$ cat src/rtl/store_buffer.sv
// M-stage store buffer for sw/sh/sb. It checks alignment, builds byte enables and
// lane-replicated data, queues stores in a FIFO, drains them to memory and flags load hazards.
module store_buffer #(
   parameter int DEPTH = 4
) (
   input  logic        clk,
   input  logic        reset,
   input  logic        st_valid,
   input  logic        sw,
   input  logic        sh,
   input  logic        sb,
   input  logic [31:0] st_addr,
   input  logic [31:0] st_data,
   input  logic [31:0] st_pc,
   output logic        st_ready,
   output logic        exc_ades,
   output logic [31:0] m_data_addr,
   output logic [31:0] m_data_wdata,
   output logic [3:0]  m_data_byteen,
   output logic [31:0] m_inst_addr,
   input  logic        mem_ready,
   input  logic [31:0] ld_addr,
   output logic        ld_conflict,
   output logic        empty
);

   localparam int AW = $clog2(DEPTH);
   localparam int PW = AW + 1;

   typedef enum logic [1:0] {ST_NONE, ST_WORD, ST_HALF, ST_BYTE} st_kind_e;

   logic [PW-1:0]    wr_ptr_q, rd_ptr_q;
   logic [DEPTH-1:0] valid_q;
   logic             exc_ades_q;
   logic [31:0]      addr_q   [DEPTH];
   logic [31:0]      wdata_q  [DEPTH];
   logic [3:0]       byteen_q [DEPTH];
   logic [31:0]      pc_q     [DEPTH];

   st_kind_e    kind;
   logic        misaligned;
   logic [3:0]  byteen_n;
   logic [31:0] wdata_n;
   logic        full, accept, do_enq, do_deq, hit;
   logic [AW-1:0] wr_idx, rd_idx;

   assign wr_idx = wr_ptr_q[AW-1:0];
   assign rd_idx = rd_ptr_q[AW-1:0];
   assign empty  = (wr_ptr_q == rd_ptr_q);
   assign full   = (wr_ptr_q[AW] != rd_ptr_q[AW]) && (wr_idx == rd_idx);

   // NOTE: each variable gets a default first, so that no path through the block leaves it unassigned and infers a latch.
   always_comb begin
      kind       = ST_NONE;
      misaligned = 1'b0;
      byteen_n   = 4'b0000;
      wdata_n    = st_data;
      if (sw)      kind = ST_WORD;
      else if (sh) kind = ST_HALF;
      else if (sb) kind = ST_BYTE;
      case (kind)
         ST_WORD: begin
            misaligned = (st_addr[1:0] != 2'b00);
            byteen_n   = 4'b1111;
         end
         ST_HALF: begin
            misaligned = st_addr[0];
            byteen_n   = st_addr[1] ? 4'b1100 : 4'b0011;
            wdata_n    = {2{st_data[15:0]}};
         end
         ST_BYTE: begin
            byteen_n   = 4'b0001 << st_addr[1:0];
            wdata_n    = {4{st_data[7:0]}};
         end
         default: ;
      endcase
   end

   assign accept = st_valid && st_ready && (kind != ST_NONE);
   assign do_enq = accept && !misaligned;
   assign do_deq = !empty && mem_ready;

   // NOTE: sequential state is updated with non-blocking assignments so that every register samples values from before the edge.
   always_ff @(posedge clk or posedge reset) begin
      if (reset) begin
         wr_ptr_q   <= '0;
         rd_ptr_q   <= '0;
         valid_q    <= '0;
         exc_ades_q <= 1'b0;
      end else begin
         exc_ades_q <= accept && misaligned;
         if (do_enq) begin
            valid_q[wr_idx] <= 1'b1;
            wr_ptr_q        <= wr_ptr_q + PW'(1);
         end
         if (do_deq) begin
            valid_q[rd_idx] <= 1'b0;
            rd_ptr_q        <= rd_ptr_q + PW'(1);
         end
      end
   end

   // NOTE: entry storage has no reset. The valid bits and pointers alone decide whether an entry is live.
   always_ff @(posedge clk) begin
      if (do_enq) begin
         addr_q[wr_idx]   <= st_addr;
         wdata_q[wr_idx]  <= wdata_n;
         byteen_q[wr_idx] <= byteen_n;
         pc_q[wr_idx]     <= st_pc;
      end
   end

   // A load hazard is checked against every live entry, including the head.
   always_comb begin
      hit = 1'b0;
      for (int i = 0; i < DEPTH; i++)
         if (valid_q[i] && (addr_q[i][31:2] == ld_addr[31:2])) hit = 1'b1;
   end

   logic unused_ld_bits;
   assign unused_ld_bits = ^ld_addr[1:0];

   assign ld_conflict   = hit;
   assign st_ready      = !full;
   assign exc_ades      = exc_ades_q;
   assign m_data_addr   = empty ? 32'h0 : addr_q[rd_idx];
   assign m_data_wdata  = empty ? 32'h0 : wdata_q[rd_idx];
   assign m_data_byteen = empty ? 4'h0  : byteen_q[rd_idx];
   assign m_inst_addr   = empty ? 32'h0 : pc_q[rd_idx];

endmodule
$ cat config.mk
export PLATFORM = sky130hd
export DESIGN_NAME = store_buffer
export DESIGN_NICKNAME = d
export VERILOG_FILES = /design/src/rtl/store_buffer.sv
export SDC_FILE = /design/constraint.sdc
export NUM_CORES = 1
export LEC_CHECK = 0
export CAP_MARGIN = 30
export CORE_MARGIN = 10
export CORE_UTILIZATION = 50
export DETAILED_ROUTE_END_ITERATION = 16
export PLACE_DENSITY = 0.81
export RECOVER_POWER = 50
export SYNTH_ARGS = -nofsm -noshare
export SYNTH_HDL_FRONTEND = slang
export SYNTH_SLANG_ARGS = --single-unit
$ cat constraint.sdc
create_clock -name clk -period 4.2 [get_ports clk]
set_input_delay 0.42 -clock clk [delete_from_list [all_inputs] [get_ports clk]]
set_output_delay 0.42 -clock clk [all_outputs]
set_load 0.05 [all_outputs]
* Word level (Yosys, flattened, before mapping) *
Memory sizes are Yosys's and may differ from the RTL's.
Cells that the tools add are included.

storage, ports and cells
  register bits = 11
  RAM bits = 400
  word-level logic and storage cells = 68
  memories kept = 4

memories
  memory    words  width  rd ports  clocked after Yosys merged registers in  write ports  RTL line  text
  addr_q    4      32     5         0                                        1            35        logic [31:0] addr_q [DEPTH];
  pc_q      4      32     1         0                                        1            38        logic [31:0] pc_q [DEPTH];
  wdata_q   4      32     1         0                                        1            36        logic [31:0] wdata_q [DEPTH];
  byteen_q  4      4      1         0                                        1            37        logic [3:0] byteen_q [DEPTH];

operators by class
  add/sub/neg operators = 2
  $lt $le $gt $ge = 4
  equal/unequal tests = 10
  shift operators = 1
  muxes and demuxes = 23
  bitwise logic cells = 3
  reduce and logical (&&, ||, !) cells = 17

operators by type and width
  operator             number
  $eq 30x30->1         4
  $mux 32              3
  $pmux 32 s2          1
  $mux 4               4
  $logic_and 1x1->1    12
  $pmux 4 s3           1
  $mux 1               8
  $add 3x1->3 const B  2
  $lt 2x3->1 const B   2
  $mux 2               3
  $and 4x4->4          1
  $demux 1 s2          2
  $eq 2x2->1 const B   2
  $ge 2x1->1 const B   2
  $not 4->4            1
  $or 4x4->4           1
  $reduce_bool 2->1    2
  $shl 1x2->4 const A  1
  $eq 3x3->1           1
  $logic_not 1->1      3
  $eq 2x1->1 const B   1
  $eq 2x2->1           1
  $pmux 1 s2           1
  $ne 1x1->1           1

* Depth between registers and ports, before layout *
Gate-level depths: netlist of the first run.

  word-level depth = 10
  mapped depth = 10
  gate-level depth less buffers = 9

* Least setup slack after synthesis of the first run *
Ideal clock, no wire load.

  path kind = input to register
  start = input sh
  end = memory addr_q[0][0] (enable)
  arrival = 3830 ps
  setup slack = -100 ps
  cell stages on the path = 9
  cells stage by stage = inv_1 > a21oi_1 > inv_1 > ha_1 > o21ai_0 > a21oi_1 > and4bb_1 > buf_6 > and2_1

between the ends
  longest elaborated chain between the ends = 8
  elaborated cells between the ends (all ways) = 11
  classes of those cells = eq/ne: 2; mux: 5; reduce/logical: 4

RTL lines
  element                                   RTL line  text
  start, declared                           10        input logic sh,
  $mux 2 *                                  59        else if (sh) kind = ST_HALF;
  $mux 2 *                                  58        if (sw) kind = ST_WORD;
  $eq 2x2->1 or $eq 2x1->1 (tied branches)  61        case (kind)
  $pmux 1 s2                                61
  $logic_not 1->1                           80        assign do_enq = accept && !misaligned;
  $logic_and 1x1->1 *                       80
  $mux 1 *                                  105       if (do_enq) begin
  $mux 1 (implied by the code) *            106       addr_q[wr_idx] <= st_addr;
  end, declared                             35

Mark *: on every way between the ends. The rest lies on a longest branch, timed or not.

* Worst setup path in the final report of the first run *
  start = register rd_ptr_q[0]
  end = output m_data_wdata[22]

between the ends
  longest elaborated chain between the ends = 2
  elaborated cells between the ends (all ways) = 3
  classes of those cells = eq/ne: 1; mux: 1; memory: 1

RTL lines
  element                                     RTL line  text
  start, declared                             32        logic [PW-1:0] wr_ptr_q, rd_ptr_q;
  start signal, assigned                      98        rd_ptr_q <= rd_ptr_q + PW'(1);
  $mem_v2 4x32 or $eq 3x3->1 (tied branches)  -
  $mux 32 *                                   127       assign m_data_wdata = empty ? 32'h0 : wdata_q[rd_idx];
  end, declared                               18        output logic [31:0] m_data_wdata,

Marked as above.

==> run_results.csv, run 1 <==
group,metric,value,unit
setup_path,r2r_start,"rd_ptr_q[2]$_DFFE_PP0P_",
setup_path,start_kind,"flop",
synthesis,synthTopCellsByArea,"edfxtp_1 (69%), mux4_2 (13%), xnor2_1 (4.0%), and2_1 (3.7%), xor2_1 (2.4%)",
timing,fin_crit,3.74,ns
route,wirelength,42600,um
floorplanning,core,34500,sq um
timing,max_slew.worst_pin.slew,1.36,ns
setup_path,crit_path_top_delay_cell,"clkdlybuf4s50_1",
placed_design,gp_congestion,0.928,
synthesis,synth_most_common_cell,"edfxtp_1",
route,route.detailed.drc,0,
power,finalPower,18.2,mW
global_routing,grt_overflow,0,
setup_path,startpoint,"rd_ptr_q[0]$_DFFE_PP0P_",
floorplanning,fp.dieArea,42800,sq um
setup_path,path_class,"reg -> out",
synthesis,syn_avg_cell_area,18.7,sq um
synthesis,ys_seq_area_frac,0.703,
power,ir_drop,0.850,mV
clock_network,clock_sinks,411,
route,drtIter0Drc,817,
floorplanning,io_pins,239,
synthesis,synth_fp_nets,1083,
floorplanning,die_h,207,um
layout,final_util,0.633,
min_path,hp-class,"in -> async",
timing,finalSetupTns,0,ns
synthesis,syn_area,17500,sq um
global_routing,grt_usage,0.199,
timing,finalSetupViolations,0,
timing,timing.fmax,268,MHz
synthesis,synth-main-ff-cell,"edfxtp_1",
clock_network,cts_max_path_buffers,3,
clock_network,root_buffer,"clkbuf_16",
clock_network,hold_buffers,0,
layout,nNetsFinal,1327,
route,wl_per_cell,25.4,um
clock_network,clock_latency,0.56,ns
timing,rsz0062_at_grt,"no",
setup_path,worstReg2RegEnd,"pc_q[0][30]$_DFFE_PP_",
synthesis,async_flop_share,0.0268,
setup_path,required,3.78,ns
synthesis,synth_top_area_frac,0.688,
floorplanning,core.rowCount,68,
global_routing,antenna_found_initial,6,
timing,fin_crit_sh,0.890,
floorplanning,start_util,0.506,
floorplanning,die_w,207,um
clock_network,htree_num_levels,2,
placed_design,dp_hpwl,28500,um
power,p_leak,7.14,nW
layout,drive_gt1_frac,0.154,
timing,slew_viol_final,0,
timing,clock_skew,0.0244,ns
synthesis,synth_common_cells,"edfxtp_1 (400), and2_1 (103), mux4_2 (100)",
synthesis,synth_cells,936,
setup_path,ff2ff_path_depth,5,
run_status,status,"finished clean",
global_routing,grt_max_degree,105,
global_routing,grt_pass1_vias,10100,
layout,fill_cells,2400,
setup_path,rrSetupSlack,0.97,ns
power,power.density,834,nW/um^2
route,drt_pass1_iterations,5,
timing,hold_viol,0,
job,max_cap_violations,0,
synthesis,synthDistinctLibCells,31,
route,drt-vias-per-instance,5.74,
synthesis,synth_warnings,0,
clock_network,cts_setup_buffers,0,
clock_network,numCtsBuffers,43,
clock_network,cts_tree,"built",
clock_network,clk_pin_slew,0.06,ns
setup_path,critPathCaptureType,"primary output",
route,num_vias,9604,
route,ant_nets,0,
setup_path,arrival,3.32,ns
clock_network,ctsResizeCount,0,
layout,syn2layout_area_growth,25.1,%
synthesis,synth_edf_count,400,
global_routing,grt_pass1_wl,63700,um
setup_path,cpPeakStageDelay,0.73,ns
synthesis,synth-seq-cells,411,
synthesis,yosys.area.top_type,"edfxtp_1",
setup_path,path_max_fanout,104,
placed_design,port_buffers,236,
setup_path,worstPathCellList,"buf_12 -> mux4_2 -> and2_1 -> clkdlybuf4s50_1",
timing,slew_headroom,0.0936,
setup_path,worstSetupEndpoint,"m_data_wdata[22]",
==> layer usage <==
metal  GRT usage  part of all wire  wire, um  up-vias
met2       0.326              0.50     21200      483
li1            -                 -         -     4149
met1       0.258              0.38     16100     4898
met3      0.0482             0.093      3940       72
met4      0.0665             0.029      1220        2
met5           0           0.00023        10        -
==> layout make-up <==
cell class                      instances  area, sq um  area share
Sequential cell                       411        12300       0.563
Multi-Input combinational cell        457         4910       0.225
Timing Repair Buffer                  257         2680       0.123
Clock buffer                           50         1100      0.0504
Tap cell                              455          569      0.0260
Clock inverter                         26          241      0.0110
Inverter                               10         37.5     0.00172
Antenna cell                            8         20.0    0.000916
==> per-stage QoR <==
step | area (sq um) | setup WS, ns | hold WS [ns] | instances
finish | 21900 | 0.463 | 0.356 | 1674
detailed placement | 20500 | 0.643 | 0.478 | 1590
CTS | 21800 | 0.438 | 0.204 | 1666
global route | 21800 | 0.233 | 0.359 | 1668
global placement | 20500 | 0.738 | 0.475 | 1589
floorplan | 17500 | 0.998 | 0.272 | 936
==> cell families (layout without fill, tap and decap cells) <==
family	Yosys count	count (layout)	share of synthesized area
multiplexers	109	109	0.135
AND/OR/NAND/NOR	175	175	0.0602
adder cells (fa/ha/maj)	12	12	0.00860
AO/OA/AOI/OAI	34	34	0.0135
other	0	8	0
buffers and inverters	68	343	0.0159
XOR/XNOR	127	127	0.0637
flip-flops	411	411	0.703
==> state kept, by name (all words and copies together), names as in the netlist <==
| name | cells |
|---|---|
| valid_q | 4 |
| wr_ptr_q | 3 |
| pc_q | 128 |
| wdata_q | 128 |
| exc_ades | 1 |
| byteen_q | 16 |
| rd_ptr_q | 3 |
| addr_q | 128 |
==> layout by cell type (no fill, tap or decap), types with 2 or more instances in the layout <==
cell type	count
dlygate4sd3_1	76
a22o_1	8
clkinv_16	2
o21bai_1	4
nand2_1	19
edfxtp_1	400
a31oi_1	3
dfrtp_1	9
buf_4	8
mux2_1	8
ha_1	12
nor2_1	4
inv_1	10
clkbuf_16	43
and2_4	2
xor2_1	47
clkinvlp_4	3
clkinv_2	5
nand4_1	25
and2_1	102
dfrtp_4	2
clkbuf_1	9
buf_12	12
mux4_2	100
xnor2_1	80
o21ai_0	3
clkdlybuf4s50_1	158
a22oi_1	8
nor4_1	16
diode_2	8
clkinv_1	12
bufinv_16	2
a21oi_1	7
==> how the worst min path moves through the flow <==
stage                            startpoint  cells past startpoint  slack, ns                 endpoint
floorplan                             reset                      1       0.27       exc_ades$_DFF_PP0_
global placement    wr_ptr_q[2]$_DFFE_PP0N_                      1       0.47  wr_ptr_q[2]$_DFFE_PP0N_
detailed placement  wr_ptr_q[2]$_DFFE_PP0N_                      1       0.48  wr_ptr_q[2]$_DFFE_PP0N_
CTS                                   reset                      2       0.20       exc_ades$_DFF_PP0_
global route                          reset                      2       0.36       exc_ades$_DFF_PP0_
finish                                reset                      2       0.36       exc_ades$_DFF_PP0_
==> worst max-delay path: cells and delay by family (launching register included) <==
family        cells  cell delay (ns)
buf+inv           2             1.36
simple gates      1             0.19
mux               1             0.64
flops             1             0.43
==> where the power goes <==
part           total, mW  internal (mW)  leakage (nW)  switching, mW
logic               9.21           3.35          2.73           5.86
registers           5.44           5.22          3.77          0.219
clock network       3.57           2.03         0.642           1.54
Power figures use the tool's default switching activity.
==> run 2: changes to the inputs <==
--- a/config.mk
+++ b/config.mk
@@ -7,9 +7,11 @@
 export LEC_CHECK = 0
 export CAP_MARGIN = 30
 export CORE_MARGIN = 10
-export CORE_UTILIZATION = 50
+export CORE_UTILIZATION = 56
+export CTS_CLUSTER_DIAMETER = 120
 export DETAILED_ROUTE_END_ITERATION = 16
-export PLACE_DENSITY = 0.81
+export DONT_BUFFER_PORTS = 1
+export PLACE_DENSITY = 0.78
 export RECOVER_POWER = 50
 export SYNTH_ARGS = -nofsm -noshare
 export SYNTH_HDL_FRONTEND = slang
==> run 2 against run 1 <==
Sequential power barely moved. Sequential share of layout area rose by 5.3 points. Fmax rose by 11%. Register-to-register slack got worse by 0.15 ns. First-iteration DRC count fell by 11%. Cell area fell by 8.7%. Global-route usage rose by 0.46 points. Routed wire length fell by 6.6%. Die area fell by 9.7%. Critical path depth rose by 1. Combinational power fell by 21%. Core utilization rose by 1.8 points. Critical path type is now reg -> reg. Critical endpoint is now pc_q[2][3]$_DFFE_PP_. Largest power group unchanged. Highest routed layer unchanged.
==> run_results.csv, run 2 (synthesis gave the netlist of run 1 again) <==
group,metric,value,unit
run_status,status,"finished clean",
setup_path,required,4.38,ns
power,finalPower,16.1,mW
route,ant_nets,0,
layout,final_cells,1439,
layout,fill_cells,2046,
floorplanning,fp.dieArea,38700,sq um
min_path,hold_start,"mem_ready",
timing,rsz0062_at_grt,"no",
placed_design,gp_congestion,0.864,
setup_path,startpoint,"rd_ptr_q[1]$_DFFE_PP0P_",
min_path,whs_path_depth,2,
setup_path,start_kind,"flop",
clock_network,ctsResizeCount,0,
floorplanning,die_h,197,um
global_routing,grt_overflow,0,
setup_path,crit_family,"simple AND/OR/NAND/NOR gates",
setup_path,critPathCaptureType,"flop",
route,drt_pass1_iterations,5,
floorplanning,core.rowCount,64,
placed_design,dp_hpwl,26200,um
route,route.detailed.drc,0,
clock_network,numCtsBuffers,41,
global_routing,grt_pass1_vias,9409,
route,wl_per_cell,27.6,um
setup_path,cpPeakStageDelay,0.80,ns
timing,timing.fmax,296,MHz
layout,drive_gt1_frac,0.175,
setup_path,ff2ff_path_depth,5,
timing,max_slew.worst_pin.slew,0.897,ns
floorplanning,start_util,0.570,
route,num_vias,8749,
route,drtIter0Drc,729,
clock_network,clk_pin_slew,0.06,ns
clock_network,cts_max_path_buffers,3,
layout,final_common_cell,"edfxtp_1",
layout,layout_common_cells,"edfxtp_1 (400), mux4_2 (100), and2_1 (100)",
power,p_leak,6.46,nW
setup_path,r2r_start,"rd_ptr_q[1]$_DFFE_PP0P_",
setup_path,arrival,3.56,ns
clock_network,cts_setup_buffers,0,
global_routing,grt_pass1_wl,59800,um
timing,slew_viol_final,0,
timing,finalSetupTns,0,ns
clock_network,clock_sinks,411,
power,ir_drop,0.799,mV
setup_path,critical_path_depth,5,
route,wirelength,39800,um
route,drt-vias-per-instance,6.08,
floorplanning,io_pins,239,
global_routing,grt_max_degree,105,
placed_design,placed_cells,1288,
setup_path,worstPathCellList,"xor2_1 -> or3_1 -> and4bb_1 -> and2_4 -> buf_12",
layout,top_regs,"addr_q (128), pc_q (128), wdata_q (128)",
power,power.density,808,nW/um^2
global_routing,grt_usage,0.204,
timing,finalSetupViolations,0,
placed_design,port_buffers,0,
clock_network,clock_latency,0.53,ns
timing,fin_crit,3.38,ns
job,max_cap_violations,0,
setup_path,path_class,"reg -> reg",
timing,hold_viol,0,
timing,slew_headroom,0.402,
layout,syn2layout_area_growth,14.3,%
global_routing,antenna_found_initial,3,
floorplanning,core,30700,sq um
timing,fin_crit_sh,0.804,
clock_network,hold_buffers,74,
setup_path,crit_path_top_delay_cell,"dfrtp_1",
clock_network,htree_num_levels,2,
timing,clock_skew,0.0132,ns
setup_path,path_buf_inv,1,
clock_network,cts_tree,"built",
layout,nNetsFinal,1157,
setup_path,path_max_fanout,50,
floorplanning,die_w,197,um
min_path,hp-class,"in -> reg",
clock_network,root_buffer,"clkbuf_16",
## run 2: cell count changes in the layout (fill, tap and decap cells not counted), sizes merged
cell / before / now
inv: 11 / 12
dlygate4sd3: 76 / 75
clkdlybuf4s50: 158 / 0
buf: 21 / 13
clkbuf: 52 / 50
bufinv: 2 / 1
diode: 8 / 1
## run 2: stage by stage
| stage | hold slack [ns] | setup WS [ns] | area, sq um | utilization |
|---|---|---|---|---|
| 3_3_place_gp | 0.329 | 1.11 | 17900 | 0.584 |
| 6_report | 0.0942 | 0.824 | 20000 | 0.651 |
| 5_1_grt | 0.107 | 0.559 | 20000 | 0.651 |
| 3_5_place_dp | 0.353 | 1.05 | 17900 | 0.585 |
| 4_1_cts | 0.00385 | 1.03 | 20000 | 0.651 |
| 2_1_floorplan | 0.272 | 0.998 | 17500 | - |
## run 2: worst paths after layout
kind / end / slack [ns]
setup / recovery: pc_q[2][3]$_DFFE_PP_ / 0.82
hold / removal: rd_ptr_q[0]$_DFFE_PP0P_ / 0.09
setup reg to reg: pc_q[2][3]$_DFFE_PP_ / 0.82
hold reg to reg: wr_ptr_q[2]$_DFFE_PP0N_ / 0.49
max in group asynchronous: rd_ptr_q[0]$_DFFE_PP0P_ / 3.40
min in group asynchronous: valid_q[1]$_DFF_PP0_ / 0.43
## run 2: power by group
part           total (mW)  internal (mW)  switching [mW]
clock                3.43           1.96            1.46
sequential           5.46           5.21           0.243
combinational        7.25           1.79            5.46
## run 2: area by class of cell
class | instances | area [sq um] | area share
Clock buffer | 49 | 1120 | 0.0560
Clock inverter | 26 | 158 | 0.00790
Antenna cell | 1 | 2.50 | 0.000125
Timing Repair Buffer | 89 | 947 | 0.0474
Inverter | 10 | 37.5 | 0.00188
Tap cell | 396 | 495 | 0.0248
Multi-Input combinational cell | 457 | 4910 | 0.246
Sequential cell | 411 | 12300 | 0.616
## run 2: per-layer routing
| metal | global-route usage | vias up | part of all wire |
|---|---|---|---|
| li1 | - | 3808 | - |
| met1 | 0.256 | 4464 | 0.38 |
| met2 | 0.325 | 404 | 0.49 |
| met3 | 0.0803 | 67 | 0.11 |
| met4 | 0.0556 | 6 | 0.023 |
| met5 | 0 | - | 0.00086 |
